<file path="src/rtl/nx_msg_encoder_pkg.sv">
// Shared types for the mesh-edge message encoder: command codes, payload
// layouts and the on-link message format.
package nx_msg_encoder_pkg;

  localparam int NX_ROW_W     = 4;
  localparam int NX_COL_W     = 4;
  localparam int NX_INSTR_W   = 21;
  localparam int NX_IN_IDX_W  = 5;
  localparam int NX_OUT_IDX_W = 5;
  localparam int NX_PAYLOAD_W = NX_INSTR_W;

  typedef enum logic [1:0] {
    NX_CMD_LOAD_INSTR = 2'd0,
    NX_CMD_MAP_OUTPUT = 2'd1,
    NX_CMD_SIG_STATE  = 2'd2
  } nx_command_t;

  localparam logic [1:0] NX_CMD_RESERVED = 2'd3;

  typedef struct packed {
    logic [NX_INSTR_W-1:0] instr;
  } nx_msg_load_instr_t;

  typedef struct packed {
    logic [NX_OUT_IDX_W-1:0] idx;
    logic [NX_ROW_W-1:0]     tgt_row;
    logic [NX_COL_W-1:0]     tgt_col;
    logic [NX_IN_IDX_W-1:0]  tgt_idx;
    logic                    seq;
  } nx_msg_map_output_t;

  typedef struct packed {
    logic [NX_IN_IDX_W-1:0] idx;
    logic                   seq;
    logic                   state;
  } nx_msg_sig_state_t;

  typedef struct packed {
    logic [NX_ROW_W-1:0]     row;
    logic [NX_COL_W-1:0]     col;
    nx_command_t             command;
    logic [NX_PAYLOAD_W-1:0] payload;
  } nx_message_t;

  // Latched command; column lives in the broadcast counter, not here.
  typedef struct packed {
    logic [1:0]              kind;
    logic [NX_ROW_W-1:0]     row;
    logic [NX_INSTR_W-1:0]   instr;
    logic [NX_OUT_IDX_W-1:0] idx;
    logic [NX_ROW_W-1:0]     tgt_row;
    logic [NX_COL_W-1:0]     tgt_col;
    logic [NX_IN_IDX_W-1:0]  tgt_idx;
    logic                    seq;
    logic                    state;
  } nx_cmd_t;

endpackage

</file>
<file path="src/rtl/nx_msg_encoder_pack.sv">
// Combinational command + column -> message formatter. Payload structs sit
// in the payload LSBs with the unused upper bits zero.
module nx_msg_encoder_pack
  import nx_msg_encoder_pkg::*;
(
  input  nx_cmd_t             cmd,
  input  logic [NX_COL_W-1:0] col,
  output nx_message_t         msg
);

  nx_msg_map_output_t mo;
  nx_msg_sig_state_t  ss;

  always_comb begin
    mo = '{idx: cmd.idx, tgt_row: cmd.tgt_row, tgt_col: cmd.tgt_col,
           tgt_idx: cmd.tgt_idx, seq: cmd.seq};
    ss = '{idx: cmd.idx[NX_IN_IDX_W-1:0], seq: cmd.seq, state: cmd.state};
  end

  always_comb begin
    msg         = '0;
    msg.row     = cmd.row;
    msg.col     = col;
    msg.command = nx_command_t'(cmd.kind);
    case (cmd.kind)
      NX_CMD_LOAD_INSTR: msg.payload = cmd.instr;
      NX_CMD_MAP_OUTPUT: msg.payload = {{(NX_PAYLOAD_W-$bits(mo)){1'b0}}, mo};
      NX_CMD_SIG_STATE:  msg.payload = {{(NX_PAYLOAD_W-$bits(ss)){1'b0}}, ss};
      default:           msg.payload = '0;
    endcase
  end

endmodule

</file>
<file path="src/rtl/nx_msg_encoder.sv">
// Host-side message encoder: accepts commands, optionally replicates them
// across the columns of a row, and streams messages over a valid/ready link.
module nx_msg_encoder
  import nx_msg_encoder_pkg::*;
#(
  parameter int ADDR_ROW_WIDTH = 4,
  parameter int ADDR_COL_WIDTH = 4,
  parameter int COLUMNS        = 4,
  parameter int INSTR_WIDTH    = 21,
  parameter int INPUTS         = 32,
  parameter int OUTPUTS        = 32
) (
  input  logic                       clk_i,
  input  logic                       rst_ni,
  output logic                       idle_o,
  output logic                       error_o,
  output logic [31:0]                sent_count_o,
  input  logic [1:0]                 cmd_type_i,
  input  logic [ADDR_ROW_WIDTH-1:0]  cmd_row_i,
  input  logic [ADDR_COL_WIDTH-1:0]  cmd_col_i,
  input  logic                       cmd_bcast_i,
  input  logic [INSTR_WIDTH-1:0]     cmd_instr_i,
  input  logic [$clog2(OUTPUTS)-1:0] cmd_idx_i,
  input  logic [ADDR_ROW_WIDTH-1:0]  cmd_tgt_row_i,
  input  logic [ADDR_COL_WIDTH-1:0]  cmd_tgt_col_i,
  input  logic [$clog2(INPUTS)-1:0]  cmd_tgt_idx_i,
  input  logic                       cmd_seq_i,
  input  logic                       cmd_state_i,
  input  logic                       cmd_valid_i,
  output logic                       cmd_ready_o,
  output nx_message_t                msg_data_o,
  output logic                       msg_valid_o,
  input  logic                       msg_ready_i
);

  typedef enum logic {S_IDLE, S_BCAST} state_t;

  state_t                    state, state_nx;
  nx_cmd_t                   cmd_in, cmd_q, pack_src;
  nx_message_t               pack_msg;
  logic [ADDR_COL_WIDTH-1:0] col_cnt, pack_col;
  logic                      load, accept, rsvd, go_bcast, last_col;

  always_comb begin
    cmd_in = '{kind: cmd_type_i, row: cmd_row_i, instr: cmd_instr_i,
               idx: cmd_idx_i, tgt_row: cmd_tgt_row_i, tgt_col: cmd_tgt_col_i,
               tgt_idx: cmd_tgt_idx_i, seq: cmd_seq_i, state: cmd_state_i};
  end

  assign load     = !msg_valid_o || msg_ready_i;
  assign rsvd     = (cmd_type_i == NX_CMD_RESERVED);
  assign last_col = (col_cnt == ADDR_COL_WIDTH'(COLUMNS-1));

  always_ff @(posedge clk_i) begin
    if (!rst_ni) state <= S_IDLE;
    else         state <= state_nx;
  end

  always_comb begin
    state_nx = state;
    case (state)
      S_IDLE:  if (go_bcast)         state_nx = S_BCAST;
      S_BCAST: if (load && last_col) state_nx = S_IDLE;
      default:                       state_nx = S_IDLE;
    endcase
  end

  always_comb begin
    cmd_ready_o = rst_ni && (state == S_IDLE) && load;
    accept      = cmd_valid_i && cmd_ready_o;
    go_bcast    = accept && !rsvd && cmd_bcast_i && (COLUMNS > 1);
  end

  // In IDLE the live command is packed directly so it leaves one cycle after accept.
  always_comb begin
    pack_src = (state == S_IDLE) ? cmd_in : cmd_q;
    pack_col = (state == S_BCAST) ? col_cnt : (cmd_bcast_i ? '0 : cmd_col_i);
  end

  nx_msg_encoder_pack u_pack (
    .cmd (pack_src),
    .col (pack_col),
    .msg (pack_msg)
  );

  always_ff @(posedge clk_i) begin
    if (!rst_ni) begin
      msg_valid_o  <= 1'b0;
      msg_data_o   <= '0;
      col_cnt      <= '0;
      cmd_q        <= '0;
      error_o      <= 1'b0;
      sent_count_o <= '0;
      idle_o       <= 1'b0;
    end else begin
      if (accept)               cmd_q        <= cmd_in;
      if (accept && rsvd)       error_o      <= 1'b1;
      if (msg_valid_o && msg_ready_i) sent_count_o <= sent_count_o + 32'd1;
      idle_o <= (state == S_IDLE) && !msg_valid_o && !cmd_valid_i;
      if (load) begin
        if (state == S_BCAST) begin
          msg_valid_o <= 1'b1;
          msg_data_o  <= pack_msg;
          col_cnt     <= col_cnt + 1'b1;
        end else if (accept && !rsvd) begin
          msg_valid_o <= 1'b1;
          msg_data_o  <= pack_msg;
          col_cnt     <= ADDR_COL_WIDTH'(1);
        end else begin
          msg_valid_o <= 1'b0;
        end
      end
    end
  end

endmodule

</file>
<file path="config.mk">
export PLATFORM = sky130hd
export DESIGN_NAME = nx_msg_encoder
export DESIGN_NICKNAME = d
export VERILOG_FILES = /design/src/rtl/nx_msg_encoder_pkg.sv /design/src/rtl/nx_msg_encoder_pack.sv /design/src/rtl/nx_msg_encoder.sv
export SDC_FILE = /design/constraint.sdc
export NUM_CORES = 1
export LEC_CHECK = 0
export ABC_AREA = 1
export BUFFER_PORTS_ARGS = -buffer_cell sky130_fd_sc_hd__buf_2
export CORE_MARGIN = 4
export CORE_UTILIZATION = 55
export CTS_BUF_LIST = sky130_fd_sc_hd__clkbuf_16
export CTS_CLUSTER_DIAMETER = 50
export DETAILED_ROUTE_END_ITERATION = 16
export GPL_TIMING_DRIVEN = 0
export PLACE_DENSITY_LB_ADDON = 0.15
export SLEW_MARGIN = 5
export SYNTH_ARGS = -nofsm -noshare
export SYNTH_HDL_FRONTEND = slang
export SYNTH_SLANG_ARGS = --single-unit
</file>
<file path="constraint.sdc">
create_clock -name clk_i -period 1.9 [get_ports clk_i]
set_input_delay 0.095 -clock clk_i [delete_from_list [all_inputs] [get_ports clk_i]]
set_output_delay 0.095 -clock clk_i [all_outputs]
set_load 0.01 [all_outputs]
</file>
==> impl_metrics.csv, run 1 <==
group,metric,value,unit
outcome,status,"finished clean",
grt,grt_pass1_wl,27.6,mm
cells_and_area,fill_cells,833,
flow_run,cap_violations,0,
synthesis,synth_seq_cells,118,
place,io_buffer_count,122,
cts,clock_tree.root_cell,"clkbuf_16",
route,vias_per_cell,5.30,
timing,finalCriticalPeriod,1.80,ns
route,drt_first_iter_violations,529,
synthesis,synth-adder-area-share,0.443,%
grt,grt_max_degree,17,
route,drt_pass1_iterations,5,
setup_path,worst_setup_path_end_kind,"flip-flop",
place,dp.cells,1129,
timing,slew_viol_final,0,
setup_path,r2r-end,"sent_count_o[9]$_SDFFE_PN0P_",
floorplanning,start_util,57.0,%
place,dpl_worst_slack,0.109,ns
hold_path,worstHoldStart,"cmd_tgt_col_i[2]",
setup_path,crit_required,2.19,ns
grt,antenna_found_initial,0,
cts,clk_pin_slew_worst_paths,0.05,ns
timing,fin_tns_setup,0,ns
place,gp_congestion,0.882,
synthesis,async_flop_share,0,%
setup_path,cp_max_fo,7,
cells_and_area,mostFrequentLayoutCells,"313 x nand2_1, 132 x buf_2, 118 x dfxtp_1",
floorplanning,die_y,109,um
route,ant_nets,0,
power,power_density,938,mW/mm^2
timing,worst-slew-pin-transition,0.708,ns
synthesis,synth_cell_types,32,
cts,cts_setup_buffers,0,
cells_and_area,area_growth,32.7,%
route,wirelength,16.9,mm
cells_and_area,fin_area,0.00750,sq mm
floorplanning,io_pins,123,
cells_and_area,layout_commonest_cell,"nand2_1",
hold_path,min_path_type,"input pin to flip-flop",
timing,hold_viol,0,
timing,post-route-period-util,95.0,%
timing,setup_viol,0,
cells_and_area,drive_gt1_share,17.7,%
setup_path,r2r_slack,0.1,ns
grt,track_usage,29.2,%
setup_path,worstReg2RegStart,"msg_valid_o$_SDFFE_PN0N_",
synthesis,synth_top_family_by_area,"simple AND/OR/NAND/NOR gates",
cells_and_area,multi_input_area,0.00284,sq mm
place,dpl.hpwl,11.6,mm
setup_path,arrival,2.10,ns
cells_and_area,fin_nets,1112,
synthesis,synthFlopType,"dfxtp_1",
place,placed_cell_area,0.00643,sq mm
synthesis,synth.area.mux_share,0,%
cells_and_area,insertedDiodeCount,0,
cells_and_area,fin_cells,1200,
synthesis,synth.yosys.seq_area_share,41.8,%
floorplanning,rows,36,
hold_path,min_to,"cmd_q[9]$_SDFFE_PN0P_",
cts,htreeDepth,4,
synthesis,avgSynthCellArea,6.47,sq um
grt,grt-ovfl-total,0,
synthesis,synth-edff-count,0,
cts,numCtsBuffers,17,
cts,numClockSinks,118,
cts,clk_path_buf_depth,2,
cts,cts_tree,"yes",
floorplanning,die_area,0.0120,sq mm
setup_path,path_class,"flip-flop to flip-flop",
floorplanning,dieWidth,109,um
route,wl_per_cell,14.1,um
power,ir_drop,0.000840,V
synthesis,syn_inst,874,
route,vias,6364,
timing,finClkSkew,0.00731,ns
floorplanning,coreArea,0.00991,sq mm
grt,grt_pass1_vias,6094,
timing,rsz0062_at_grt,"no",
hold_path,min_path_cells,3,
power,cellLeakagePower,3.45,nW
cts,worstSkewPairLatency,0.41,ns
synthesis,synth_warnings,0,
synthesis,synth_xor_area_share,0.930,%
timing,maxSlewHeadroom,52.8,%
setup_path,start_kind,"flip-flop",
synthesis,syn_nets,932,
synthesis,yosys.area_share.simple,34.4,%
timing,setup_slack,0.0959,ns
synthesis,synth_compound_area_share,14.1,%
route,drc,0,
timing,fmax,0.554,GHz
cells_and_area,regArea,0.00236,sq mm
synthesis,netlist_area,0.00565,sq mm
setup_path,reg2regPathDepth,7,
## flip-flops by register name, summed over array words and instances (netlist names)
signal        cells
col_cnt           4
state             1
sent_count_o     32
cmd_q            47
idle_o            1
msg_data_o       31
msg_valid_o       1
error_o           1
## stage by stage
step           total power [W]  hold WS, ns  utilization (%)
5_1_grt                0.00725       0.0154             75.7
3_3_place_gp           0.00338        0.348             64.9
2_1_floorplan          0.00313        0.172                -
4_1_cts                0.00703      0.00244             75.5
6_report               0.00703      0.00372             75.7
3_5_place_dp           0.00339        0.356             64.9
## power by group
part | leakage [nW] | switching, W | internal, W
clock | 0.315 | 0.00117 | 0.00244
combinational | 2.17 | 0.000477 | 0.000303
sequential | 0.961 | 0.0000533 | 0.00259
total | 3.45 | 0.00170 | 0.00533
## layer usage
metal / wire length [um] / up-vias / GRT usage, %
met5: 0 / - / 0
met4: 529 / 0 / 12.3
met3: 1160 / 59 / 6.28
met2: 8270 / 286 / 50.5
met1: 6980 / 2873 / 35.0
li1: - / 3146 / -
## layout make-up
cell class	count	share of cell area, %
Buffer	42	2.64
Clock buffer	17	5.67
Multi-Input combinational cell	641	37.8
Clock inverter	15	3.12
Inverter	73	3.69
Sequential cell	118	31.5
Tap cell	133	2.22
Timing Repair Buffer	161	13.3
## worst max-delay path by stage
stage                                            start  depth (start not counted)                             to  slack (ns)
after global routing      sent_count_o[0]$_SDFFE_PN0P_                          9  sent_count_o[22]$_SDFFE_PN0P_        0.04
after CTS                 sent_count_o[0]$_SDFFE_PN0P_                          9  sent_count_o[22]$_SDFFE_PN0P_        0.09
after floorplan           sent_count_o[0]$_SDFFE_PN0P_                          8  sent_count_o[22]$_SDFFE_PN0P_        0.39
after global placement    sent_count_o[0]$_SDFFE_PN0P_                          9  sent_count_o[22]$_SDFFE_PN0P_        0.12
final                         msg_valid_o$_SDFFE_PN0N_                          7   sent_count_o[9]$_SDFFE_PN0P_         0.1
after detailed placement  sent_count_o[0]$_SDFFE_PN0P_                          9  sent_count_o[28]$_SDFFE_PN0P_        0.11
## cells by family after synthesis
logic type	after synthesis
xor+xnor	6
compound gates	154
flops	118
fa+ha+maj	2
simple gates	479
buf+inv	115
## Yosys cell counts (all sizes together), types with 4 or more instances
cell / n / share of area (%)
dfxtp: 118 / 42
nand3: 50 / 4.4
clkbuf: 24 / 1.6
o21ai: 65 / 5.8
xnor2: 4 / 0.62
a21oi: 85 / 7.7
nor3: 4 / 0.55
nand4: 10 / 1.2
nor2: 94 / 6.5
inv: 73 / 4.9
nand2: 317 / 21
buf: 18 / 1.9
## critical path: stages, from the launching register on
cell	delay, ns
dfxtp_1	0.43
nand2_2	0.19
inv_1	0.25
nand2_1	0.14
nor2_1	0.29
nand2_1	0.12
o21ai_0	0.19
a21oi_1	0.07
## timing repair
item	CTS	global route
hold buffers	39	0
resized for setup	0	7
endpoints found under the setup margin	0	9
hold endpoints to repair	39	0
No activity file was read; power rests on OpenSTA's default activity.
==> run 2: changes to the inputs <==
--- a/config.mk
+++ b/config.mk
@@ -8,7 +8,7 @@
 export ABC_AREA = 1
 export BUFFER_PORTS_ARGS = -buffer_cell sky130_fd_sc_hd__buf_2
 export CORE_MARGIN = 4
-export CORE_UTILIZATION = 55
+export CORE_UTILIZATION = 30
 export CTS_BUF_LIST = sky130_fd_sc_hd__clkbuf_16
 export CTS_CLUSTER_DIAMETER = 50
 export DETAILED_ROUTE_END_ITERATION = 16
==> run 2 against run 1 <==
Against the previous run:
- sequential power hardly changed
- total power shrank 5.7%
- register-to-register slack improved by 0.05 ns
- design area increased by 1.0%
- clock skew increased by 0.0074 ns
- first-iteration DRC count fell by 42%
- global-route usage fell by 12 points
- routed wire length grew 10%
- hold slack improved by 0.015 ns
- critical path depth increased by 2
- final cell count up 8.4%
- critical path type unchanged
- critical endpoint is now sent_count_o[22]$_SDFFE_PN0P_
- largest power group unchanged
==> impl_metrics.csv, run 2 (synthesized netlist as in run 1, its figures left out) <==
group,metric,value,unit
outcome,status,"finished clean",
timing,hold_slack,0.0183,ns
cts,htreeDepth,4,
cts,cts_tree,"yes",
floorplanning,coreArea,0.0183,sq mm
power,ir_drop,0.000621,V
route,drc,0,
cells_and_area,reg_top3,"cmd_q: 47 flops, sent_count_o: 32 flops, msg_data_o: 31 flops",
cells_and_area,fill_cells,1991,
hold_path,min_to,"cmd_q[27]$_SDFFE_PN0P_",
setup_path,r2r-end,"sent_count_o[22]$_SDFFE_PN0P_",
floorplanning,io_pins,123,
timing,hold_viol,0,
cts,clock_tree.root_cell,"clkbuf_16",
cells_and_area,fin_nets,1117,
grt,busiest_layer,"met2",
setup_path,crit_family,"simple AND/OR/NAND/NOR gates",
route,drt_first_iter_violations,308,
power,cellLeakagePower,3.45,nW
grt,grt-ovfl-total,0,
route,vias_per_cell,4.61,
timing,maxSlewHeadroom,53.2,%
setup_path,crit_top_cell,"nand2_1",
setup_path,reg2regPathDepth,9,
cells_and_area,top_register,"cmd_q",
grt,grt_max_degree,17,
grt,track_usage,17.6,%
grt,grt_pass1_vias,5605,
cells_and_area,insertedDiodeCount,0,
timing,setup_viol,0,
setup_path,arrival,2.11,ns
route,wirelength,18.7,mm
cts,numClockSinks,118,
power,power_density,875,mW/mm^2
grt,met3_usage,3.96,%
grt,antenna_found_initial,0,
grt,grt_pass1_wl,29.9,mm
setup_path,r2r_slack,0.14,ns
setup_path,cpPeakStageDelay,0.39,ns
floorplanning,start_util,30.9,%
timing,finClkSkew,0.0147,ns
route,vias,5995,
setup_path,path_class,"flip-flop to flip-flop",
cts,numCtsBuffers,17,
setup_path,worstReg2RegStart,"sent_count_o[0]$_SDFFE_PN0P_",
floorplanning,die_y,145,um
place,dpl.hpwl,13.7,mm
timing,setup_slack,0.144,ns
timing,worst-slew-pin-transition,0.703,ns
cells_and_area,multi_input_area,0.00283,sq mm
cts,worstSkewPairLatency,0.42,ns
hold_path,min_path_type,"input pin to flip-flop",
cells_and_area,regArea,0.00236,sq mm
cells_and_area,layout_commonest_cell,"nand2_1",
place,io_buffer_count,122,
setup_path,worst_setup_path_end_kind,"flip-flop",
setup_path,start_kind,"flip-flop",
cells_and_area,drive_gt1_share,17.3,%
route,wl_per_cell,14.4,um
floorplanning,dieWidth,145,um
setup_path,critPathBufInv,0,
timing,slew_viol_final,0,
place,dpl_worst_slack,0.116,ns
route,drt_pass1_iterations,5,
floorplanning,die_area,0.0211,sq mm
cells_and_area,largest_reg_flops,47,
timing,fin_tns_setup,0,ns
setup_path,crit_required,2.25,ns
setup_path,path_cells,"ha_1, nand3_1, nor2_1, nand2_1, nor2_2, nand2_1, nand2_1, nand2_1, nor2_1",
place,gp_congestion,0.807,
floorplanning,rows,49,
cells_and_area,area_growth,34.0,%
cells_and_area,mostFrequentLayoutCells,"313 x nand2_1, 132 x buf_2, 118 x dfxtp_1",
cts,clk_path_buf_depth,2,
hold_path,worstHoldStart,"cmd_instr_i[7]",
timing,post-route-period-util,92.4,%
route,ant_nets,0,
flow_run,cap_violations,0,
timing,finalCriticalPeriod,1.76,ns
setup_path,critPathSlowestCell,"dfxtp_1",
grt,met2_usage,27.6,%
cts,clk_pin_slew_worst_paths,0.06,ns
setup_path,cp_max_fo,5,
grt,grt_use_met1,24.4,%
timing,fmax,0.569,GHz
hold_path,min_path_cells,3,
run 2: cell count changes in the layout (fill, tap and decap cells not counted), sizes merged:
cell         delta
bufinv          -3
clkinv          -2
dlygate4sd3     +5
inv             +5
run 2: tightest hold or removal path: stages:
cell and delay (ns):
buf_2 0.08, o21ai_0 0.07, a21oi_1 0.13
run 2: per-layer routing:
metal  vias up  share of wire (%)
met1      2663                 48
met3        15                5.9
met5         -                  0
met2       166                 45
li1       3151                  -
met4         0                1.4
run 2: report_power, final:
| part | switching, W | internal (W) |
|---|---|---|
| clock network | 0.00117 | 0.00202 |
| logic | 0.000489 | 0.000309 |
| registers | 0.0000522 | 0.00259 |
| total | 0.00171 | 0.00492 |
run 2: final cells by class:
cell class	count	area share [%]
Sequential cell	118	31.2
Clock buffer	17	5.62
Timing Repair Buffer	166	13.9
Clock inverter	15	1.97
Inverter	73	3.65
Multi-Input combinational cell	641	37.3
Buffer	42	2.59
Tap cell	229	3.78
run 2: how the worst max path moves through the flow:
stage,start,cells after the start,slack [ns],endpoint
final,sent_count_o[0]$_SDFFE_PN0P_,9,0.14,sent_count_o[22]$_SDFFE_PN0P_
after global routing,sent_count_o[0]$_SDFFE_PN0P_,9,-0.02,sent_count_o[22]$_SDFFE_PN0P_
after CTS,sent_count_o[0]$_SDFFE_PN0P_,9,0.10,sent_count_o[22]$_SDFFE_PN0P_
after detailed placement,sent_count_o[0]$_SDFFE_PN0P_,9,0.12,sent_count_o[22]$_SDFFE_PN0P_
after global placement,sent_count_o[0]$_SDFFE_PN0P_,9,0.11,sent_count_o[22]$_SDFFE_PN0P_
after floorplan,sent_count_o[0]$_SDFFE_PN0P_,8,0.39,sent_count_o[22]$_SDFFE_PN0P_
run 2: what timing repair did:
action / 4_1_cts / 5_1_grt
setup buffers: 0 / 0
gates resized for setup: 0 / 3
hold buffers: 44 / 0
hold endpoints to repair: 44 / 0
setup endpoints to repair: 0 / 3
run 2: metrics by stage:
stage | power [W] | cells | area, sq um | utilization, %
floorplan | 0.00313 | 874 | 5650 | -
global placement | 0.00342 | 1225 | 6550 | 35.8
detailed placement | 0.00342 | 1225 | 6550 | 35.8
CTS | 0.00669 | 1301 | 7560 | 41.4
global route | 0.00693 | 1301 | 7580 | 41.5
finish | 0.00663 | 1301 | 7580 | 41.5
==> run 3: changes to the inputs <==
--- a/config.mk
+++ b/config.mk
@@ -7,6 +7,7 @@
 export LEC_CHECK = 0
 export ABC_AREA = 1
 export BUFFER_PORTS_ARGS = -buffer_cell sky130_fd_sc_hd__buf_2
+export CORE_ASPECT_RATIO = 1.2
 export CORE_MARGIN = 4
 export CORE_UTILIZATION = 30
 export CTS_BUF_LIST = sky130_fd_sc_hd__clkbuf_16
==> constraint.sdc (replaced) <==
create_clock -name clk_i -period 1.7 [get_ports clk_i]
set_input_delay 0.085 -clock clk_i [delete_from_list [all_inputs] [get_ports clk_i]]
set_output_delay 0.085 -clock clk_i [all_outputs]
set_load 0.01 [all_outputs]
==> run 3 against run 2 <==
Against the previous run:
- routed wire length rose by 1.4%
- sequential power rose by 12%
- die area is essentially flat
- clock-buffer cell count did not move
- design area increased by 3.3%
- combinational power rose by 17%
- register-to-register slack is essentially flat
- final cell count is 2.7% higher
- utilization increased by 1.1 points
- total power increased by 16%
- critical path depth is 4 lower
- sequential cell count stayed put
- critical path type is now flip-flop to primary output
- largest power group unchanged
- highest routed layer unchanged
==> impl_metrics.csv, run 3 (synthesized netlist as in run 1, its figures left out) <==
group,metric,value,unit
setup_path,crit_top_cell,"buf_4",
route,drc,0,
setup_path,critPathBufInv,4,
setup_path,cpPeakStageDelay,0.30,ns
timing,finClkSkew,0.00518,ns
grt,track_usage,18.1,%
cells_and_area,layout_commonest_cell,"nand2_1",
power,swShare,25.5,%
setup_path,reg2regPathDepth,8,
cells_and_area,mostFrequentLayoutCells,"312 x nand2_1, 126 x buf_2, 116 x dfxtp_1",
cells_and_area,reg_top3,"cmd_q: 47 flops, sent_count_o: 32 flops, msg_data_o: 31 flops",
cts,cts_tree,"yes",
floorplanning,die_area,0.0211,sq mm
cells_and_area,top_register,"cmd_q",
route,drt_first_iter_violations,379,
cts,numCtsBuffers,17,
floorplanning,dieWidth,133,um
floorplanning,io_pins,123,
floorplanning,die_y,158,um
grt,grt-ovfl-total,0,
place,io_buffer_count,122,
power,cellLeakagePower,3.54,nW
setup_path,r2r_slack,0.13,ns
setup_path,arrival,1.51,ns
setup_path,crit_required,1.62,ns
cts,clk_pin_slew_worst_paths,0.06,ns
cts,htreeDepth,4,
power,p_int,0.00570,W
route,ant_nets,0,
cells_and_area,fin_cells,1336,
grt,met2_usage,31.4,%
cts,worstSkewPairLatency,0.42,ns
route,vias_per_cell,4.57,
power,p_switching,0.00195,W
timing,hold_viol,0,
grt,busiest_layer,"met2",
place,dpl.hpwl,13.9,mm
setup_path,worstReg2RegStart,"state$_SDFF_PN0_",
cts,clk_path_buf_depth,2,
cells_and_area,drive_gt1_share,20.0,%
cells_and_area,largest_reg_flops,47,
place,gp_congestion,0.845,
place,dp.cells,1248,
route,wl_per_cell,14.2,um
flow_run,cap_violations,0,
route,vias,6102,
power,clkPwrFrac,49.2,%
timing,rsz0062_at_grt,"no",
power,sequentialPowerShare,38.6,%
floorplanning,rows,54,
grt,grt_pass1_wl,30.0,mm
power,power_density,978,mW/mm^2
grt,grt_use_met1,22.6,%
setup_path,r2r-end,"cmd_q[41]$_SDFFE_PN0P_",
timing,worst-slew-pin-transition,0.617,ns
route,wirelength,19.0,mm
floorplanning,start_util,30.8,%
grt,antenna_found_initial,0,
setup_path,crit_family,"buffers and inverters",
timing,fmax,0.628,GHz
setup_path,cp_max_fo,8,
cells_and_area,insertedDiodeCount,0,
cells_and_area,fin_nets,1129,
grt,met3_usage,3.60,%
timing,maxSlewHeadroom,58.9,%
timing,setup_viol,0,
power,ir_drop,0.000690,V
timing,finalCriticalPeriod,1.59,ns
outcome,status,"finished clean",
cells_and_area,area_growth,38.5,%
hold_path,min_path_type,"input pin to flip-flop",
power,finalPower,0.00766,W
setup_path,start_kind,"flip-flop",
grt,grt_max_degree,17,
setup_path,path_class,"flip-flop to primary output",
grt,grt_pass1_vias,5636,
route,drt_pass1_iterations,5,
setup_path,path_cells,"buf_6, buf_4, nor3_4, buf_4, buf_2",
setup_path,worst_setup_path_end_kind,"primary output",
hold_path,min_to,"cmd_q[9]$_SDFFE_PN0P_",
setup_path,critPathSlowestCell,"dfxtp_1",
floorplanning,coreArea,0.0184,sq mm
timing,post-route-period-util,93.7,%
power,p_comb_share,12.2,%
timing,slew_viol_final,0,
cts,numClockSinks,118,
hold_path,min_path_cells,3,
cts,clock_tree.root_cell,"clkbuf_16",
hold_path,worstHoldStart,"cmd_tgt_col_i[2]",
==> run 3: changes by cell type in the layout (fill, tap and decap cells not counted), moves of 6 or more <==
| cell | delta |
|---|---|
| clkbuf_2 | +10 |
| clkbuf_1 | -11 |
| nor2_1 | -6 |
| buf_2 | -6 |
| buf_4 | +9 |
| inv_1 | -6 |
| clkbuf_4 | +6 |
==> run 3: layout make-up <==
cell class                      instances  area (sq um)
Buffer                                 42           231
Multi-Input combinational cell        641          2880
Fill cell                            2017         10500
Clock inverter                         15           186
Timing Repair Buffer                  178          1150
Sequential cell                       118          2360
Clock buffer                           17           425
Inverter                               73           280
Tap cell                              252           315
==> run 3: per-layer routing <==
layer,vias to the layer above,wire (um)
met5,-,0
met4,0,423
met3,31,805
met2,146,9150
met1,2741,8580
li1,3184,-
==> run 3: power groups by stage <==
stage          registers [W]  clock network (W)  logic (W)
2_1_floorplan        0.00303                  0   0.000470
3_3_place_gp         0.00301                  0   0.000809
3_5_place_dp         0.00301                  0   0.000812
4_1_cts              0.00295            0.00385   0.000902
5_1_grt              0.00297            0.00399    0.00105
6_report             0.00296            0.00377   0.000932
==> run 3: worst max path at each step <==
stage / from / end / slack (ns) / cells after the start
floorplan: sent_count_o[0]$_SDFFE_PN0P_ / sent_count_o[22]$_SDFFE_PN0P_ / 0.19 / 8
global placement: sent_count_o[0]$_SDFFE_PN0P_ / sent_count_o[22]$_SDFFE_PN0P_ / -0.16 / 9
detailed placement: sent_count_o[0]$_SDFFE_PN0P_ / sent_count_o[22]$_SDFFE_PN0P_ / -0.15 / 9
CTS: msg_valid_o$_SDFFE_PN0N_ / cmd_q[26]$_SDFFE_PN0P_ / 0.01 / 7
global route: state$_SDFF_PN0_ / msg_data_o[17]$_SDFFE_PN0P_ / 0.003 / 11
finish: state$_SDFF_PN0_ / cmd_ready_o / 0.11 / 5
==> run 3: worst min-delay path, cell delays in order <==
cell	delay, ns
buf_2	0.11
o21ai_0	0.09
a21oi_1	0.11
==> run 3: metrics by stage <==
stage          utilization (%)  hold WS (ns)  setup TNS (ns)  worst slack, ns  instance area (sq um)
5_1_grt                   42.6        0.0186               0          0.00304                   7830
4_1_cts                   41.8      0.000700               0           0.0118                   7690
2_1_floorplan                -         0.162               0            0.185                   5650
6_report                  42.6        0.0132               0            0.107                   7830
3_3_place_gp              35.8         0.350           -1.12           -0.158                   6580
3_5_place_dp              35.8         0.350           -1.36           -0.147                   6580
==> run 3: timing repair <==
item	4_1_cts	5_1_grt
setup endpoints to repair	32	95
pin swaps	0	4
setup buffers	0	8
cloned	0	1
hold buffers	47	0
hold endpoints to repair	47	0
resized for setup	10	40
